$ cat config.mk
export PLATFORM = sky130hd
export DESIGN_NAME = receive_pair
export DESIGN_NICKNAME = d
export VERILOG_FILES = /design/src/rtl/recv_pkg.sv /design/src/rtl/lane_deser.sv /design/src/rtl/receive_pair.sv
export SDC_FILE = /design/constraint.sdc
export NUM_CORES = 1
export LEC_CHECK = 0
export CORE_ASPECT_RATIO = 1.2
export CORE_MARGIN = 3
export CORE_UTILIZATION = 53
export DETAILED_ROUTE_END_ITERATION = 6
export GPL_TIMING_DRIVEN = 1
export PLACE_DENSITY = 0.81
export SLEW_MARGIN = 5
export SYNTH_ARGS = -nofsm -noshare
export SYNTH_HDL_FRONTEND = slang
export SYNTH_SLANG_ARGS = --single-unit
$ cat constraint.sdc
create_clock -name clk -period 1.9 [get_ports clk]
set_input_delay 0.38 -clock clk [delete_from_list [all_inputs] [get_ports clk]]
set_output_delay 0.38 -clock clk [all_outputs]
set_load 0.005 [all_outputs]
$ cat src/rtl/recv_pkg.sv
// Shared state encoding and line levels for the paired-line serial receiver.
package recv_pkg;

    typedef enum logic [1:0] {
        IDLE,
        DATA,
        STOP
    } rx_state_t;

    localparam logic START_LVL = 1'b1;
    localparam logic STOP_LVL  = 1'b0;

endpackage

$ cat src/rtl/lane_deser.sv
// One lane of the deserialiser: writes the sampled line into bit[idx] on load,
// clears the whole word at the start of a frame.
module lane_deser #(
    parameter int WIDTH = 8,
    parameter int CNT_W = $clog2(WIDTH)
) (
    input  logic             clk,
    input  logic             reset,
    input  logic             clear,
    input  logic             load,
    input  logic [CNT_W-1:0] idx,
    input  logic             bit_in,
    output logic [WIDTH-1:0] word
);

    logic [WIDTH-1:0] word_reg;
    logic [WIDTH-1:0] word_next;

    genvar gi;
    generate
        for (gi = 0; gi < WIDTH; gi++) begin : g_bit
            assign word_next[gi] = clear                                   ? 1'b0   :
                                   (load && (idx == CNT_W'(gi)))           ? bit_in :
                                                                             word_reg[gi];
        end
    endgenerate

    always_ff @(posedge clk or negedge reset) begin
        if (!reset) begin
            word_reg <= '0;
        end else begin
            word_reg <= word_next;
        end
    end

    assign word = word_reg;

endmodule

$ cat src/rtl/receive_pair.sv
// Paired-line serial receiver: start detect on the top line, lockstep capture of
// both lanes, stop-bit check, and a one-entry valid/ready holding buffer.
module receive_pair
    import recv_pkg::*;
#(
    parameter int WIDTH = 8
) (
    input  logic             clk,
    input  logic             reset,
    input  logic             data_top_in,
    input  logic             data_bot_in,
    input  logic             en_in,
    input  logic             dis,
    output logic [WIDTH-1:0] top_word,
    output logic [WIDTH-1:0] bot_word,
    output logic             word_valid,
    input  logic             word_ready,
    output logic             frame_err,
    output logic             overrun
);

    localparam int CNT_W = $clog2(WIDTH);

    rx_state_t        state_reg, state_next;
    logic [CNT_W-1:0] cnt_reg, cnt_next;
    logic             lane_clear, lane_load;
    logic             stop_ok, stop_bad;
    logic             last_bit;

    logic [WIDTH-1:0] top_shift, bot_shift;
    logic [WIDTH-1:0] top_word_reg, bot_word_reg;
    logic             word_valid_reg, frame_err_reg, overrun_reg;
    logic             accept;

    assign last_bit = (cnt_reg == CNT_W'(WIDTH - 1));

    always_ff @(posedge clk or negedge reset) begin
        if (!reset) begin
            state_reg <= IDLE;
            cnt_reg   <= '0;
        end else begin
            state_reg <= state_next;
            cnt_reg   <= cnt_next;
        end
    end

    // dis outranks both start detection and the stop check.
    always_comb begin
        state_next = state_reg;
        cnt_next   = cnt_reg;
        lane_clear = 1'b0;
        lane_load  = 1'b0;
        stop_ok    = 1'b0;
        stop_bad   = 1'b0;
        if (en_in) begin
            case (state_reg)
                IDLE: begin
                    if (!dis && data_top_in == START_LVL) begin
                        state_next = DATA;
                        cnt_next   = '0;
                        lane_clear = 1'b1;
                    end
                end
                DATA: begin
                    if (dis) begin
                        state_next = IDLE;
                        cnt_next   = '0;
                    end else begin
                        lane_load = 1'b1;
                        if (last_bit) begin
                            state_next = STOP;
                            cnt_next   = '0;
                        end else begin
                            cnt_next = cnt_reg + CNT_W'(1);
                        end
                    end
                end
                STOP: begin
                    state_next = IDLE;
                    cnt_next   = '0;
                    if (!dis) begin
                        stop_ok  = (data_top_in == STOP_LVL);
                        stop_bad = (data_top_in != STOP_LVL);
                    end
                end
                default: begin
                    state_next = IDLE;
                    cnt_next   = '0;
                end
            endcase
        end
    end

    lane_deser #(.WIDTH(WIDTH), .CNT_W(CNT_W)) u_top_lane (
        .clk    (clk),
        .reset  (reset),
        .clear  (lane_clear),
        .load   (lane_load),
        .idx    (cnt_reg),
        .bit_in (data_top_in),
        .word   (top_shift)
    );

    lane_deser #(.WIDTH(WIDTH), .CNT_W(CNT_W)) u_bot_lane (
        .clk    (clk),
        .reset  (reset),
        .clear  (lane_clear),
        .load   (lane_load),
        .idx    (cnt_reg),
        .bit_in (data_bot_in),
        .word   (bot_shift)
    );

    assign accept = word_valid_reg & word_ready;

    // A completion may refill the buffer in the same cycle the old word leaves.
    always_ff @(posedge clk or negedge reset) begin
        if (!reset) begin
            top_word_reg   <= '0;
            bot_word_reg   <= '0;
            word_valid_reg <= 1'b0;
            frame_err_reg  <= 1'b0;
            overrun_reg    <= 1'b0;
        end else begin
            frame_err_reg <= stop_bad;
            if (stop_ok && (!word_valid_reg || word_ready)) begin
                top_word_reg   <= top_shift;
                bot_word_reg   <= bot_shift;
                word_valid_reg <= 1'b1;
            end else if (accept) begin
                word_valid_reg <= 1'b0;
            end
            if (stop_ok && word_valid_reg && !word_ready) begin
                overrun_reg <= 1'b1;
            end
        end
    end

    assign top_word   = top_word_reg;
    assign bot_word   = bot_word_reg;
    assign word_valid = word_valid_reg;
    assign frame_err  = frame_err_reg;
    assign overrun    = overrun_reg;

endmodule

# Word-level counts from Yosys, hierarchy flattened

Cells that the tools add are included.

Bits in registers: 40
Input bits: 7
Output and inout port bits: 19
Logic and storage cells: 120

$add $sub $neg: 1
Equal/unequal tests: 11
Multiplexer cells: 54
Bitwise logic cells: 2
Reductions and logical operators: 29

Operators by type and width:

| cell                                          | number |
|---|---|
| two-way mux 1 bit                             | 46 |
| nonzero test 2 bit                            | 9 |
| == test 3 bit, second input constant          | 4 |
| logical AND 1 bit                             | 12 |
| two-way mux 3 bit                             | 3 |
| == test 3 x 2 -> 1 bit, second input constant | 2 |
| two-way mux 2 bit                             | 3 |
| one-hot mux 3 bit (2 select lines)            | 1 |
| one-hot mux 2 bit (2 select lines)            | 1 |
| adder 3 x 1 -> 3 bit, second input constant   | 1 |
| == test 3 x 1 -> 1 bit, second input constant | 1 |
| zero test 1 bit                               | 3 |
| zero test 3 bit                               | 1 |
| inequality test 3 bit, second input constant  | 1 |
| AND reduction 3 bit                           | 1 |
| == test 2 x 1 -> 1 bit, second input constant | 1 |
| == test 2 bit, second input constant          | 1 |
| zero test 2 bit                               | 1 |
| inequality test 2 bit, second input constant  | 1 |
| AND reduction 2 bit                           | 1 |
| bitwise AND 1 bit                             | 1 |
| logical OR 1 bit                              | 1 |
| inverter 1 bit                                | 1 |

# Logic depth before layout (Yosys ltp)

Depth after elaboration: 6
Depth in mapped cells: 6
Mapped depth without buffers: 5

# Cells and area by module

Synthesis repeated with hierarchy kept, for this count alone.

Cell total of the unflattened synthesis: 138
Area, all modules: 1889.3 um^2

By module, submodules not included:

| module       | times used | cells an instance | area an instance (um^2) | sequential area each (um^2) |
|---|---|---|---|---|
| receive_pair | 1          | 70                | 1036.0                  | 600.6 |
| lane_deser   | 2          | 34                | 426.7                   | 200.2 |

# Worst setup path after synthesis

Ideal clock, no wire load.

Kind: flip-flop to flip-flop
From: register state_reg[0]
To: register bot_word_reg[0], in the netlist bot_word[0]
Library setup time: 0.125 ns
Data arrival time: 1.520 ns
Required time: 1.775 ns
Path slack: 0.255 ns
Cell stages (with the launch flop): 5
Buffers on the path: 1
Period minus slack after synthesis: 1.645 ns
Cells stage by stage: dfrtp_1 -> nand2b_4 -> nor4_4 -> buf_6 -> mux2_2

Cells in the longest elaborated chain, start to end: 4

Ends and longest elaborated chain:

| item                   | RTL line            | text |
|---|---|---|
| start, declared        | receive_pair.sv:24  | `rx_state_t state_reg, state_next;` |
| start signal, assigned | receive_pair.sv:42  | `state_reg <= state_next;` |
| == test 2 bit          | receive_pair.sv:56  | `case (state_reg)` |
| two-way mux 1 bit      | receive_pair.sv:56  |  |
| two-way mux 1 bit      | receive_pair.sv:55  | `if (en_in) begin` |
| logical AND 1 bit      | receive_pair.sv:126 | `if (stop_ok && (!word_valid_reg \|\| word_ready)) begin` |
| end signal, assigned   | receive_pair.sv:128 | `bot_word_reg <= bot_shift;` |
| end, declared          | receive_pair.sv:31  | `logic [WIDTH-1:0] top_word_reg, bot_word_reg;` |

Every way passes these cells.
A chain may end at the register's enable or synchronous reset.

# Worst setup path after layout

From: register state_reg[0]
To: register bot_word_reg[1], in the netlist bot_word[1]

Same word-level chain as after synthesis.

==> out/qor.yml <==
run_status:
  outcome: "completed"
cells_and_area:
  drive_gt1_share_pct: 19.90
  area_delta_synth_final_pct: 19.82
  diodes: 0
  final_util_pct: 69.16
  fin_nets: 203
logic_synthesis:
  synth_top_flop_cell: "dfrtp_1"
  synth_cell_types: 33
  ys_ff_latch: 40
  avgSynthCellArea_um2: 11.59
  synth_cells: 159
  ys_seq_area_share_pct: 54.31
  synth-edff-count: 0
  syn-cell-area_um2: 1843
  ys_async_sr_fraction_pct: 100.0
  syn_nets: 172
  ys_warn_count: 0
drt:
  wl_per_cell_um: 16.48
  dr.pass1.iters: 4
  wl_mm: 3.741
  vias: 1380
  drc: 0
  vias_per_cell: 6.079
  ant_nets: 0
  first_iter_violations: 30
cts:
  cts_tree: "built"
  cts_sinks: 40
  cts_max_path_buffers: 2
  cts_setup_buffers: 0
  clock-root-buffer: "clkbuf_4"
  clkTransAtPathRegs_ps: 110
  cts.hold.buffers_added: 0
  cts_resized: 0
  cts_made_buffers: 5
  cts_max_level: 2
  insertion_delay_ps: 340
sta:
  setup_violations: 0
  slew_violations: 0
  hold_viol: 0
  skew_ps: 6.938
  fin_crit_sh_pct: 87.53
  fin_crit_ps: 1663
  tightest_slew_ps: 494.5
  fmax_mhz: 601.3
  rsz0062_at_grt: "no"
  relSlewSlack_pct: 67.03
power:
  share_comb_of_total_power_pct: 9.1
  vdd_drop_max_mv: 0.5633
  p_switching_mw: 0.3571
  clockPowerShare_pct: 30.3
  leakage_nw: 0.9942
  power_density_nw_per_um2: 660.7
  internal_power_mw: 1.102
  seqPwrFrac_pct: 60.6
  total_power_mw: 1.459
  swShare_pct: 24.48
grt:
  antenna_found_initial: 0
  grt_usage_pct: 20.61
  grt_pass1_vias: 1400
  grt_max_degree: 41
  grt_pass1_wl_mm: 6.603
  grt-ovfl-total: 0
floorplanning:
  num_rows: 22
  initial_core_util_pct: 57.72
  die_w_um: 59.83
  pin_count: 26
  fp.dieH_um: 70.60
  dieArea_um2: 4224
  core-area_um2: 3193
setup_path:
  crit_path_start_kind: "flip-flop"
  max_stage_delay_ps: 490
  reg2reg_to: "bot_word[1]"
  crit_fanout: 9
  path_cells: "nand2b_4, nor4_4, buf_4, mux2_2"
  regToRegStartpoint: "state_reg[0]"
  cpMaxStageDelayCell: "dfrtp_1"
  crit_path_end_kind: "flip-flop"
  critPathTopFamily: "flip-flops"
  reg2reg_slack_ps: 240
  reg2reg_depth: 4
  arrival_ps: 1900
  critPathRequiredTime_ps: 2130
  worst-path-buf-inv: 1
  critPathKind: "reg -> reg"
min_path:
  hp-class: "in -> async"
placement:
  io_buffers: 25
  gp_congestion: 0.8561
  hpwl_mm: 2.647
job:
  maxCapViolations: 0
==> synthesized netlist by cell type, types with 2 or more instances <==
library cell | instances | area [µm²]
a21o_1 | 2 | 15.01
a21oi_1 | 16 | 80.08
buf_2 | 4 | 20.02
clkbuf_1 | 4 | 15.01
dfrtp_1 | 40 | 1001
ha_1 | 6 | 75.07
inv_1 | 6 | 22.52
mux2_2 | 16 | 180.2
mux2i_1 | 2 | 20.02
nand2_1 | 2 | 7.510
nand2b_1 | 3 | 18.77
nand3_1 | 10 | 50.05
nand4_1 | 8 | 50.05
nand4bb_1 | 2 | 22.52
nor2_1 | 2 | 7.510
nor2b_1 | 3 | 18.77
o21ai_0 | 16 | 80.08
o22ai_1 | 2 | 12.51
==> power by group through the flow <==
stage	sequential [mW]	clock [mW]	combinational, mW
finish	0.884	0.442	0.133
global route	0.885	0.486	0.148
CTS	0.883	0.457	0.134
detailed placement	0.900	0	0.133
global placement	0.898	0	0.126
floorplan	0.894	0	0.0774
==> worst max-delay path by stage <==
stage,start,end,slack [ps],depth (start not counted)
6_report,state_reg[0],bot_word[1],240,4
5_1_grt,state_reg[0],top_word[2],130,4
3_5_place_dp,en_in,top_word[3],-100,5
3_3_place_gp,en_in,top_word[7],-30,5
2_1_floorplan,state_reg[0],bot_word[0],250,4
4_1_cts,state_reg[0],bot_word[1],230,4
==> routing by layer <==
layer  share of wire (%)  vias to the layer above  GRT usage, %
li1                    -                      641             -
met1                  40                      685         25.15
met2                  52                       46         34.01
met3                 5.6                        8         5.109
met4                 1.9                        0         8.621
met5                   0                        -             0
==> cell type report <==
cell class / instances / area (µm²)
Clock buffer: 8 / 58.81
Multi-Input combinational cell: 103 / 768.2
Fill cell: 270 / 984.7
Timing Repair Buffer: 34 / 312.8
Inverter: 6 / 22.52
Tap cell: 36 / 45.04
Sequential cell: 40 / 1001
==> cell usage in the layout (no fill, tap or decap), drive strengths merged, types with 3 or more instances in the layout <==
cell type       n
nand2b          5
ha              6
nand4           8
clkbuf          8
clkdlybuf4s50  24
nand3          10
dfrtp          40
a21oi          16
buf            10
nor2b           3
mux2           16
inv             6
o21ai          16
==> stage by stage <==
step	std cells	hold WS [ps]	setup TNS, ps	cell area (µm²)	setup slack, ps
after floorplan	159	84.41	0	1843	254.8
after global placement	219	439.8	-221.6	2150	-25.02
after detailed placement	219	451.3	-1252	2150	-102.2
after CTS	227	73.21	0	2208	232.9
after global routing	227	95.82	0	2208	133.2
final	227	70.01	0	2208	236.9
==> cell families (layout without fill, tap and decap cells) <==
| logic type | Yosys count | after routing | synth area share [%] |
|---|---|---|---|
| buffers and inverters | 16 | 48 | 4.005 |
| flip-flops | 40 | 40 | 54.31 |
| multiplexers | 18 | 18 | 10.86 |
| adder cells (fa/ha/maj) | 6 | 6 | 4.073 |
| AND/OR/NAND/NOR | 41 | 41 | 15.68 |
| AO/OA/AOI/OAI | 38 | 38 | 11.07 |
Note: power is estimated with default switching activity, not from simulation.
